## src/rtl/multicycle_ctrl.sv

```systemverilog
// Multicycle MIPS-subset control unit: FETCH/DECODE/EXEC/MEM/WB/HALT sequencer
// driving datapath strobes and mux selects combinationally from the current state.
module multicycle_ctrl #(
    parameter int unsigned ALU_OP_W = 3
) (
    input  logic                clk,
    input  logic                rst,
    input  logic [5:0]          opcode,
    input  logic [5:0]          funct,
    input  logic                zero,
    input  logic                mem_ready,
    output logic                ir_wen,
    output logic                pc_wen,
    output logic [1:0]          npc_sel,
    output logic                RegWrite,
    output logic                Memwrite,
    output logic                MemRead,
    output logic                ALUsrc_mux,
    output logic                Write_reg_mux,
    output logic                RegDst,
    output logic                extend_op,
    output logic [ALU_OP_W-1:0] alu_op,
    output logic [2:0]          state,
    output logic                illegal
);

    localparam int unsigned STATE_W = 3;

    typedef enum logic [STATE_W-1:0] {
        S_FETCH  = 3'd0,
        S_DECODE = 3'd1,
        S_EXEC   = 3'd2,
        S_MEM    = 3'd3,
        S_WB     = 3'd4,
        S_HALT   = 3'd5
    } state_t;

    localparam logic [1:0] NPC_SEQ    = 2'd0;
    localparam logic [1:0] NPC_BRANCH = 2'd1;
    localparam logic [1:0] NPC_JUMP   = 2'd2;

    localparam logic [ALU_OP_W-1:0] ALU_ADD = ALU_OP_W'(0);
    localparam logic [ALU_OP_W-1:0] ALU_SUB = ALU_OP_W'(1);
    localparam logic [ALU_OP_W-1:0] ALU_AND = ALU_OP_W'(2);
    localparam logic [ALU_OP_W-1:0] ALU_OR  = ALU_OP_W'(3);
    localparam logic [ALU_OP_W-1:0] ALU_SLT = ALU_OP_W'(4);
    localparam logic [ALU_OP_W-1:0] ALU_LUI = ALU_OP_W'(5);

    state_t r_state;
    state_t w_next_state;
    logic   r_illegal;

    // Instruction classification; opcode/funct are held stable by the datapath.
    logic w_is_rtype, w_rtype_ok, w_is_addiu, w_is_ori, w_is_lui;
    logic w_is_lw, w_is_sw, w_is_beq, w_is_j, w_supported;
    logic [ALU_OP_W-1:0] w_r_alu_op;

    assign w_is_rtype  = (opcode == 6'b000000);
    assign w_is_addiu  = (opcode == 6'b001001);
    assign w_is_ori    = (opcode == 6'b001101);
    assign w_is_lui    = (opcode == 6'b001111);
    assign w_is_lw     = (opcode == 6'b100011);
    assign w_is_sw     = (opcode == 6'b101011);
    assign w_is_beq    = (opcode == 6'b000100);
    assign w_is_j      = (opcode == 6'b000010);

    always_comb begin
        w_rtype_ok = 1'b1;
        w_r_alu_op = ALU_ADD;
        case (funct)
            6'b100001: w_r_alu_op = ALU_ADD;
            6'b100011: w_r_alu_op = ALU_SUB;
            6'b100100: w_r_alu_op = ALU_AND;
            6'b100101: w_r_alu_op = ALU_OR;
            6'b101010: w_r_alu_op = ALU_SLT;
            default:   w_rtype_ok = 1'b0;
        endcase
    end

    assign w_supported = (w_is_rtype && w_rtype_ok) || w_is_addiu || w_is_ori || w_is_lui
                       || w_is_lw || w_is_sw || w_is_beq || w_is_j;

    // ALU controls chosen in EXEC and held unchanged through MEM and WB.
    logic                w_alusrc;
    logic                w_ext;
    logic [ALU_OP_W-1:0] w_alu_op;

    always_comb begin
        w_alusrc = 1'b0;
        w_ext    = 1'b0;
        w_alu_op = ALU_ADD;
        if (w_is_rtype) begin
            w_alu_op = w_r_alu_op;
        end else if (w_is_addiu) begin
            w_alusrc = 1'b1;
            w_ext    = 1'b1;
        end else if (w_is_ori) begin
            w_alusrc = 1'b1;
            w_alu_op = ALU_OR;
        end else if (w_is_lui) begin
            w_alusrc = 1'b1;
            w_alu_op = ALU_LUI;
        end else if (w_is_lw || w_is_sw) begin
            w_alusrc = 1'b1;
            w_ext    = 1'b1;
        end else if (w_is_beq) begin
            w_ext    = 1'b1;
            w_alu_op = ALU_SUB;
        end
    end

    always_ff @(posedge clk or negedge rst) begin
        if (!rst) begin
            r_state <= S_FETCH;
        end else begin
            r_state <= w_next_state;
        end
    end

    // Sticky: only reset clears it, matching the HALT trap.
    always_ff @(posedge clk or negedge rst) begin
        if (!rst) begin
            r_illegal <= 1'b0;
        end else if (w_next_state == S_HALT) begin
            r_illegal <= 1'b1;
        end
    end

    always_comb begin
        w_next_state = S_FETCH;
        case (r_state)
            S_FETCH:  w_next_state = S_DECODE;
            S_DECODE: begin
                if (w_is_j) begin
                    w_next_state = S_FETCH;
                end else if (w_supported) begin
                    w_next_state = S_EXEC;
                end else begin
                    w_next_state = S_HALT;
                end
            end
            S_EXEC: begin
                if (w_is_lw || w_is_sw) begin
                    w_next_state = S_MEM;
                end else if (w_is_beq) begin
                    w_next_state = S_FETCH;
                end else begin
                    w_next_state = S_WB;
                end
            end
            S_MEM: begin
                if (!mem_ready) begin
                    w_next_state = S_MEM;
                end else if (w_is_lw) begin
                    w_next_state = S_WB;
                end else begin
                    w_next_state = S_FETCH;
                end
            end
            S_WB:     w_next_state = S_FETCH;
            S_HALT:   w_next_state = S_HALT;
            default:  w_next_state = S_FETCH;
        endcase
    end

    always_comb begin
        ir_wen        = 1'b0;
        pc_wen        = 1'b0;
        npc_sel       = NPC_SEQ;
        RegWrite      = 1'b0;
        Memwrite      = 1'b0;
        MemRead       = 1'b0;
        ALUsrc_mux    = 1'b0;
        Write_reg_mux = 1'b0;
        RegDst        = 1'b0;
        extend_op     = 1'b0;
        alu_op        = ALU_ADD;
        case (r_state)
            S_FETCH: begin
                ir_wen = 1'b1;
                pc_wen = 1'b1;
            end
            S_DECODE: begin
                if (w_is_j) begin
                    pc_wen  = 1'b1;
                    npc_sel = NPC_JUMP;
                end
            end
            S_EXEC: begin
                ALUsrc_mux = w_alusrc;
                extend_op  = w_ext;
                alu_op     = w_alu_op;
                if (w_is_beq) begin
                    pc_wen  = zero;
                    npc_sel = NPC_BRANCH;
                end
            end
            S_MEM: begin
                ALUsrc_mux = w_alusrc;
                extend_op  = w_ext;
                alu_op     = w_alu_op;
                MemRead    = w_is_lw;
                Memwrite   = w_is_sw;
            end
            S_WB: begin
                ALUsrc_mux    = w_alusrc;
                extend_op     = w_ext;
                alu_op        = w_alu_op;
                RegWrite      = 1'b1;
                RegDst        = w_is_rtype;
                Write_reg_mux = w_is_lw;
            end
            default: ;
        endcase
        // Write strobes must drop the instant reset asserts, not at the next edge.
        if (!rst) begin
            ir_wen   = 1'b0;
            pc_wen   = 1'b0;
            RegWrite = 1'b0;
            Memwrite = 1'b0;
            MemRead  = 1'b0;
        end
    end

    assign state   = r_state;
    assign illegal = r_illegal;

endmodule

```

## config.mk

```make
export PLATFORM = sky130hd
export DESIGN_NAME = multicycle_ctrl
export DESIGN_NICKNAME = d
export VERILOG_FILES = /design/src/rtl/multicycle_ctrl.sv
export SDC_FILE = /design/constraint.sdc
export NUM_CORES = 1
export LEC_CHECK = 0
export CAP_MARGIN = 20
export CORE_MARGIN = 5
export CORE_UTILIZATION = 35
export DETAILED_ROUTE_END_ITERATION = 10
export PLACE_DENSITY = 0.75
export SLEW_MARGIN = 20
export SYNTH_ARGS = -nofsm -noshare
export SYNTH_HDL_FRONTEND = slang
export SYNTH_SLANG_ARGS = --single-unit
```

## constraint.sdc

```tcl
create_clock -name clk -period 1.75 [get_ports clk]
set_clock_uncertainty 0.1 [all_clocks]
set_input_delay 0.35 -clock clk [delete_from_list [all_inputs] [get_ports clk]]
set_output_delay 0.35 -clock clk [all_outputs]
set_load 0.01 [all_outputs]
```

== After elaboration in Yosys (flattened, before gate mapping) ==
Cells that the tools add are included.

* Latch bits: 0
* Input port bits: 16
* Word-level logic and storage cells: 79
* Memory bits (read-only): 0
* RAM bits: 0
* Bits in registers: 4
* Memories: 0
* Output and inout bits: 18

* Equal/unequal tests: 18
* Shift-type cells: 0
* Div/mod/pow operators: 0
* Reductions and logical operators: 13
* $mul: 0
* Add/sub/neg operators: 0
* Bitwise gates (word level): 0
* Magnitude comparators: 0
* Muxes and demuxes: 46

{| class="wikitable"
|+ Operators by type and width
! cell !! number
|-
| equality test 6 bit (second input constant) || 7
|-
| 2-to-1 mux 3 bit || 11
|-
| 2-to-1 mux 1 bit || 30
|-
| equality test 6 x 4 -> 1 bit (second input constant) || 3
|-
| case mux 3 bit (5 select lines) || 1
|-
| case mux 3 bit (4 select lines) || 1
|-
| equality test 3 bit (second input constant) || 3
|-
| logical OR 1 bit || 8
|-
| equality test 3 x 2 -> 1 bit (second input constant) || 2
|-
| equality test 6 x 2 -> 1 bit (second input constant) || 1
|-
| equality test 6 x 3 -> 1 bit (second input constant) || 1
|-
| logical NOT 6 bit || 1
|-
| OR reduction 5 bit || 1
|-
| case mux 2 bit (2 select lines) || 1
|-
| equality test 3 x 1 -> 1 bit (second input constant) || 1
|-
| logical NOT 3 bit || 1
|-
| case mux 1 bit (3 select lines) || 1
|-
| OR reduction 3 bit || 1
|-
| 2-to-1 mux 2 bit || 1
|-
| logical AND 1 bit || 1
|}

== Longest topological paths before layout ==
Gate-level depths: netlist of the first run.

* Depth in word-level cells: 15
* Gate-level depth with buffers: 5
* Depth with buffers taken out: 4

== Least setup slack after synthesis of the first run ==
Ideal clock, no wire load.

* Path type: register -> output
* From: register r_state[1] (netlist: state[1])
* To: output port extend_op
* Setup slack: -293 ps
* Data arrival time: 1593 ps
* Cell stages (with the launch flop): 5
* Path buffers: 1
* Data required time: 1300 ps
* Cells stage by stage: dfrtp_1 clkbuf_1 nor2_1 a21oi_1 a2111oi_0

* Cells in the longest elaborated chain, start to end: 3
* Elaborated cells between the ends (all ways): 5
* Those cells by class: eq/ne: 3; mux: 1; reduce/logical: 1

{| class="wikitable"
|+ Ends and longest elaborated chain
! what !! line !! source
|-
| start, declared || 49 || <nowiki>state_t r_state;</nowiki>
|-
| start signal, assigned || 116 || <nowiki>r_state <= w_next_state;</nowiki>
|-
| equality test 3 x 2 -> 1 bit / equality test 3 bit (equally long branches) || 178 || <nowiki>case (r_state)</nowiki>
|-
| OR reduction 3 bit (no source line) (*) || n/a ||
|-
| 2-to-1 mux 1 bit (*) || 178 ||
|-
| end, declared || 21 || <nowiki>output logic extend_op,</nowiki>
|}

Mark *: on every way between the ends. The rest lies on a longest branch, timed or not.

== Worst setup path in the final report of the first run ==
* From: input port opcode[4]
* To: output port alu_op[1]

* Cells in the longest elaborated chain, start to end: 5
* Elaborated cells between the ends (all ways): 7
* Those cells by class: eq/ne: 2; mux: 4; reduce/logical: 1

{| class="wikitable"
|+ Ends and longest elaborated chain
! what !! line !! source
|-
| start, declared || 8 || <nowiki>input logic [5:0] opcode,</nowiki>
|-
| equality test 6 x 4 -> 1 bit || 60 || <nowiki>assign w_is_ori = (opcode == 6'b001101);</nowiki>
|-
| 2-to-1 mux 3 bit || 97 || <nowiki>end else if (w_is_ori) begin</nowiki>
|-
| 2-to-1 mux 3 bit || 94 || <nowiki>end else if (w_is_addiu) begin</nowiki>
|-
| 2-to-1 mux 3 bit (*) || 92 || <nowiki>if (w_is_rtype) begin</nowiki>
|-
| 2-to-1 mux 3 bit (*) || 178 ||
|-
| end, declared || 22 || <nowiki>output logic [ALU_OP_W-1:0] alu_op,</nowiki>
|}

Marked as above.

==> results.md, run 1 <==
- Tmin final: 2.26 ns
- Gpl congestion: around 0.85
- RSZ-0062 raised after global routing: true
- Most area-consuming cells after synthesis: dfrtp_1, a21oi_1, nor3b_1
- Layout Nets: approximately 190
- Adder-cell share of the synthesized area: 0%
- Final Hold Viols: 0
- Total Die Area: 2870 µm²
- Tightest Pin Transition: between 0.3 and 0.4 ns
- Overall routing resource usage: about a quarter
- H-tree levels: 1
- Syn avg cell area: between 7 and 8 µm²
- Critical path fanouts, max: 2
- Starting DRC count in detailed routing: 91
- Leakage: just over 0.7 nW
- Root Driver: clkbuf_4
- DRT Pass-1 Iters: 5
- Hold_buf cts: 0
- CP endpoint kind: output port
- Area occupied by multi-input gates: 763 µm²
- First-pass GRT wire length: ~5200 µm
- HPWL after DPL: approximately 1900 µm
- Synth area leader: dfrtp_1
- Endpoints failing setup: 14
- Final Util: ~93%
- Vias: 1,219
- Later-pin clock latency in the skew report: around 0.24 ns
- Synthesis warning total: 0
- CP arrival: ~1.8 ns
- Mapped Nets: 106
- Register area: 103 µm²
- Clk sinks: 4
- Setup WS post-layout: -0.509 ns
- Routed Antenna Nets: 0
- Number of buffers created by CTS: 3
- Fraction of synthesized cell area in xor and xnor cells: around 1.3%
- Unique masters post-synth: 37
- WL final: between 4000 and 5000 µm
- Seq cells post-synth: 4
- Post-synthesis mux area share: 1.50%
- Worst vdd ir: 963 µV
- Pwr/cell area: between 700 and 800 nW/µm²
- Simple-gate area share of the yosys netlist: between 50% and 60%
- Port bufs: 33
- Synth top area share: between 10% and 20%
- Failing checks: setup timing
- Hold/Removal Path Class: in -> async
- # diodes: 0
- WL/cell: 23.0 µm
- Post-DR vias/cell: 6.32
- Fmax: approximately 440 MHz
- Initial antenna violation count: 0
- Grt ovf: 0
- Number of global-route vias before repair: between 1,000 and 1,500
- Slew margin rel.: 78.3%
- Largest family of logic cells by synthesized area: simple AND/OR/NAND/NOR gates
- Synth Area in Compound Gates: 22.9%
- Die span in x: around 54 µm
- Critical Path RT: 1.30 ns
- Largest net degree at the start of global routing: 13
- Row cnt: 15
- Max Cap Viol: 0
- Core ar.: ~1800 µm²
- Status: complete, but fails checks
- Post-Syn Area: between 600 and 700 µm²
- Starting Density: a little under two fifths
- Launching element type of the critical path: primary input
- Sequential share of the synthesized area: about 15%
- Area growth syn-to-layout: 148%
- Fillcell total: 60
- Clock tree buffer depth: 2
- DRC: 0
- CTS tree: yes
- Share of cells above drive strength 1: a little under two thirds
- Die Span Y: 53.6 µm
- Syn Inst Count: 90
- Register clock-pin slew on the reported worst setup and hold paths: 0.04 ns
- Max-slew violations: 0
- CP Class: in -> out
- Power Total: about 1.2 mW
- Fin crit share: 129%
- Ports: 34
flip-flops by register name, summed over array words and instances, names as in the netlist:
signal   flops
state        3
illegal      1
cell type report:
| cell class | instances | share of cell area [%] |
|---|---|---|
| multi-input cells | 78 | 46.3 |
| well taps | 25 | 1.90 |
| repair buffers | 83 | 44.2 |
| flip-flops and latches | 4 | 6.22 |
| clock buffers | 3 | 1.37 |
cells in the final DEF (no fill, tap or decap), drive strengths merged, types with 3 or more instances in the layout:
cell and n:
buf 68, a21oi 9, nor3b 5, nand2b 4
clkbuf 5, and2 3, nor2 5, o21ai 4
dlygate4sd2 10, nand3 4, clkdlybuf4s50 3, nor2b 5
nor3 3, nor4 5, dfrtp 4, nand4b 3
critical path: stages:
cell and delay [ns]:
buf_8 0.10, nor4_4 0.28, nand4b_1 0.19, or4b_4 0.56, a21oi_2 0.16, buf_2 0.17
kinds of logic after synthesis:
kind of cell,after synthesis
multiplexers,1
buffers and inverters,8
AND/OR/NAND/NOR,52
XOR/XNOR,1
AO/OA/AOI/OAI,24
flip-flops,4
through the flow:
step | instance area, µm² | setup WS (ns) | cells | TNS [ns] | hold WS [ns]
after detailed placement | 1250 | -1.27 | 171 | -15.39 | 0.371
after global placement | 1250 | -1.21 | 171 | -15.15 | 0.367
final | 1650 | -0.509 | 193 | -3.11 | 0.0939
after floorplan | 699 | -0.200 | 90 | -0.602 | -0.0456
after CTS | 1530 | -0.426 | 191 | -2.39 | 0.0565
after global routing | 1650 | -0.563 | 193 | -3.83 | 0.0795
cells in the mapped netlist:
master and n:
a2111oi_0 1, a211oi_1 1, a21oi_1 9, a22o_1 1
and2_1 3, and3_1 1, and4b_1 2, buf_2 2
buf_6 1, clkbuf_1 5, dfrtp_1 4, mux2i_1 1
nand2_1 2, nand2b_1 4, nand3_1 4, nand3b_1 1
nand4_1 2, nand4b_1 3, nor2_1 5, nor2b_1 5
nor3_1 3, nor3b_1 5, nor4_1 4, nor4_4 1
nor4b_1 2, nor4bb_1 1, o21a_1 2, o21ai_0 3
o21ai_1 1, o22ai_1 1, o2bb2ai_1 1, o31a_1 2
o31ai_1 2, or2_2 1, or4_1 1, or4b_1 2
xor2_1 1
report_power, final:
part | internal [mW] | switching [mW] | leakage (nW)
sequential | 0.119 | 0.0441 | 0.0422
combinational | 0.444 | 0.497 | 0.659
clock | 0.0768 | 0.0393 | 0.0138
total | 0.639 | 0.580 | 0.716
final timing paths:
path	slack (ns)	to	depth (start not counted)	start
min	0.09	state[0]	2	rst
max reg2reg	0.15	state[0]	5	state[0]
max in group asynchronous	1.33	state[2]	2	rst
min in group clk	0.47	illegal	2	illegal
min reg2reg	0.47	illegal	2	illegal
max	-0.51	alu_op[1]	6	opcode[4]
routing by layer:
layer  vias up  track usage (%)  wire, µm
li1        514                -         -
met1       584             30.3      1650
met2       103             44.1      2190
met3        18             2.77       431
met4         0             14.5       165
met5         -                0         0
repair_timing:
action                     CTS  global route
buffers inserted            17             4
pin swaps                   16            15
cloned                       0             0
setup endpoints to repair   20            16
hold endpoints to repair     0             0
gates resized for setup    138            24
(Power assumes the default switching activity.)
==> inputs of run 2 (changes only) <==
MAX_ROUTING_LAYER = met4   (was not set)
==> run 2 against run 1 <==
Net effect:
- maximum frequency increased by 0.15%
- worst setup slack improved by 0.0034 ns
- critical path depth unchanged
- combinational power about the same
- via count decreased by 0.49%
- count of clock-buffer cells in the layout unchanged
- the run still ends with setup timing left
- critical path type unchanged
- design area unchanged
- total power decreased by 0.13%
- clock power about the same
- non-clock buffer count unchanged
- final cell count unchanged
- sequential share of layout area unchanged
==> results.md, run 2 (synthesis gave the netlist of run 1 again) <==
- Metal2 WL: 2190 µm (-0.32%)
- Overall routing resource usage: 26.2% (+0.79 points)
- Pre-CTS WS: -1.27 ns (unchanged)
- Final Hold Viols: 0 (unchanged)
- Core ar.: 1760 µm² (unchanged)
- Largest net degree at the start of global routing: 13 (unchanged)
- Initial antenna violation count: 0 (unchanged)
- Number of buffers created by CTS: 3 (unchanged)
- CP arrival: 1.81 ns (about the same)
- Power Total: 1.22 mW (-0.13%)
- Placed Area: 1250 µm² (unchanged)
- Fin crit share: 129% (-0.19 points)
- Total negative setup slack: -3.06 ns (+0.0519 ns)
- Total Die Area: 2870 µm² (unchanged)
- Most frequent cells in the layout: buf_4, buf_6, buf_2
- Final Cell Area: 1650 µm² (unchanged)
- Cells along the critical path: buf_8, nor4_4, nand4b_1, or4b_4, a21oi_2, buf_2
- Register clock-pin slew on the reported worst setup and hold paths: 0.04 ns (about the same)
- Setup WS post-layout: -0.506 ns (+0.00337 ns)
- Critical path fanouts, max: 2 (unchanged)
- Critical Path RT: 1.30 ns (about the same)
- CP endpoint kind: output port
- Wl on met1: 1660 µm (+0.55%)
- Area growth syn-to-layout: 148% (unchanged)
- Clk sinks: 4 (unchanged)
- CP Class: in -> out
- Root Driver: clkbuf_4
- Hold Slack: 0.0768 ns (-0.0171 ns)
- Max reg flops: 3 (unchanged)
- Routed wl met3: 431 µm (unchanged)
- DRC: 0 (unchanged)
- CTS tree: yes
- Max-slew violations: 0 (unchanged)
- HPWL after DPL: 1850 µm (unchanged)
- R2R cell count: 5 (unchanged)
- Slew margin rel.: 78.2% (-0.093 points)
- Routed Antenna Nets: 0 (unchanged)
- # diodes: 0 (unchanged)
- R2r startpoint: state[0]
- Row cnt: 15 (unchanged)
- Post-DR vias/cell: 6.28 (-0.49%)
- Fillcell total: 60 (unchanged)
- Setup slack, reg-to-reg: 0.15 ns (about the same)
- Endpoints failing setup: 14 (unchanged)
- DRT Pass-1 Iters: 4 (-1)
- Fmax: 443 MHz (+0.15%)
- Leakage: 0.716 nW (about the same)
- Die span in x: 53.6 µm (unchanged)
- RSZ-0062 raised after global routing: true
- WL final: 4440 µm (about the same)
- Starting Density: 37.7% (unchanged)
- Later-pin clock latency in the skew report: 0.24 ns (about the same)
- R2r endpoint: state[0]
- Top Metal Used: met4
- Status: complete, but fails checks
- Die Span Y: 53.6 µm (unchanged)
- Hold/Removal Path Class: in -> async
- Clock tree buffer depth: 2 (unchanged)
- Crit path max-delay cell type: or4b_4
- DP Cell Count: 171 (unchanged)
- Starting DRC count in detailed routing: 92 (+1.1%)
- Hold_buf cts: 0 (unchanged)
- Tightest Pin Transition: 0.325 ns (+0.00159 ns)
- Commonest non-fill, non-tap cell in the layout: buf_4
- Share of cells above drive strength 1: 63.7% (unchanged)
- WL/cell: 23.0 µm (about the same)
- Grt ovf: 0 (unchanged)
- Gpl congestion: 0.867 (+1.6%)
- Launching element type of the critical path: primary input
- Ports: 34 (unchanged)
- Max Cap Viol: 0 (unchanged)
- Number of global-route vias before repair: 1,107 (-0.18%)
- Layout Nets: 186 (unchanged)
- H-tree levels: 1 (unchanged)
- Final Util: 93.5% (unchanged)
- Pwr/cell area: 739 nW/µm² (-0.13%)
- CP peak stage delay: 0.56 ns (about the same)
- Port bufs: 33 (unchanged)
- Failing checks: setup timing
- Post-route insts no fill: 193 (unchanged)
- Tmin final: 2.26 ns (-0.00337 ns)
- Vias: 1,213 (-0.49%)
- Worst vdd ir: 969 µV (+0.61%)
- First-pass GRT wire length: 5240 µm (+0.13%)
run 2: cell counts in the layout (fill, tap and decap cells not counted):
Identical to the previous run, type by type.
run 2: layer usage:
metal	vias up	track usage, %
li1	514	-
met1	577	30.4
met2	103	44.1
met3	19	2.77
met4	0	14.5
met5	-	-
run 2: critical path, delay by kind of cell:
family | cells | cell delay, ns
simple gates | 3 | 1.02
buf+inv | 2 | 0.27
compound gates | 1 | 0.16
run 2: timing repair:
item	in CTS	in global routing
resized for setup	138	24
setup endpoints to repair	20	16
pin swaps	16	14
endpoints found under the hold margin	0	0
buffers inserted	17	4
gates cloned	0	0
run 2: worst max-delay path by stage:
stage	slack, ns	startpoint	cells past startpoint	endpoint
after floorplan	-0.20	state[1]	4	extend_op
after CTS	-0.43	opcode[0]	6	alu_op[1]
after global routing	-0.56	opcode[4]	6	alu_op[1]
final	-0.51	opcode[4]	6	alu_op[1]
after detailed placement	-1.27	opcode[2]	6	alu_op[1]
after global placement	-1.21	opcode[2]	6	alu_op[1]
run 2: power breakdown:
group          internal (mW)  leakage, nW  switching (mW)  total (mW)
clock network         0.0768       0.0138          0.0395       0.116
logic                  0.443        0.659           0.495       0.938
registers              0.119       0.0422          0.0449       0.164
total                  0.639        0.716           0.579        1.22
run 2: final cells by class:
cell class,instances,area [µm²],share of cell area (%)
multi-input combinational,78,763,46.3
timing repair buffer,83,729,44.2
sequential,4,103,6.22
tap,25,31.3,1.90
clock buffer,3,22.5,1.37
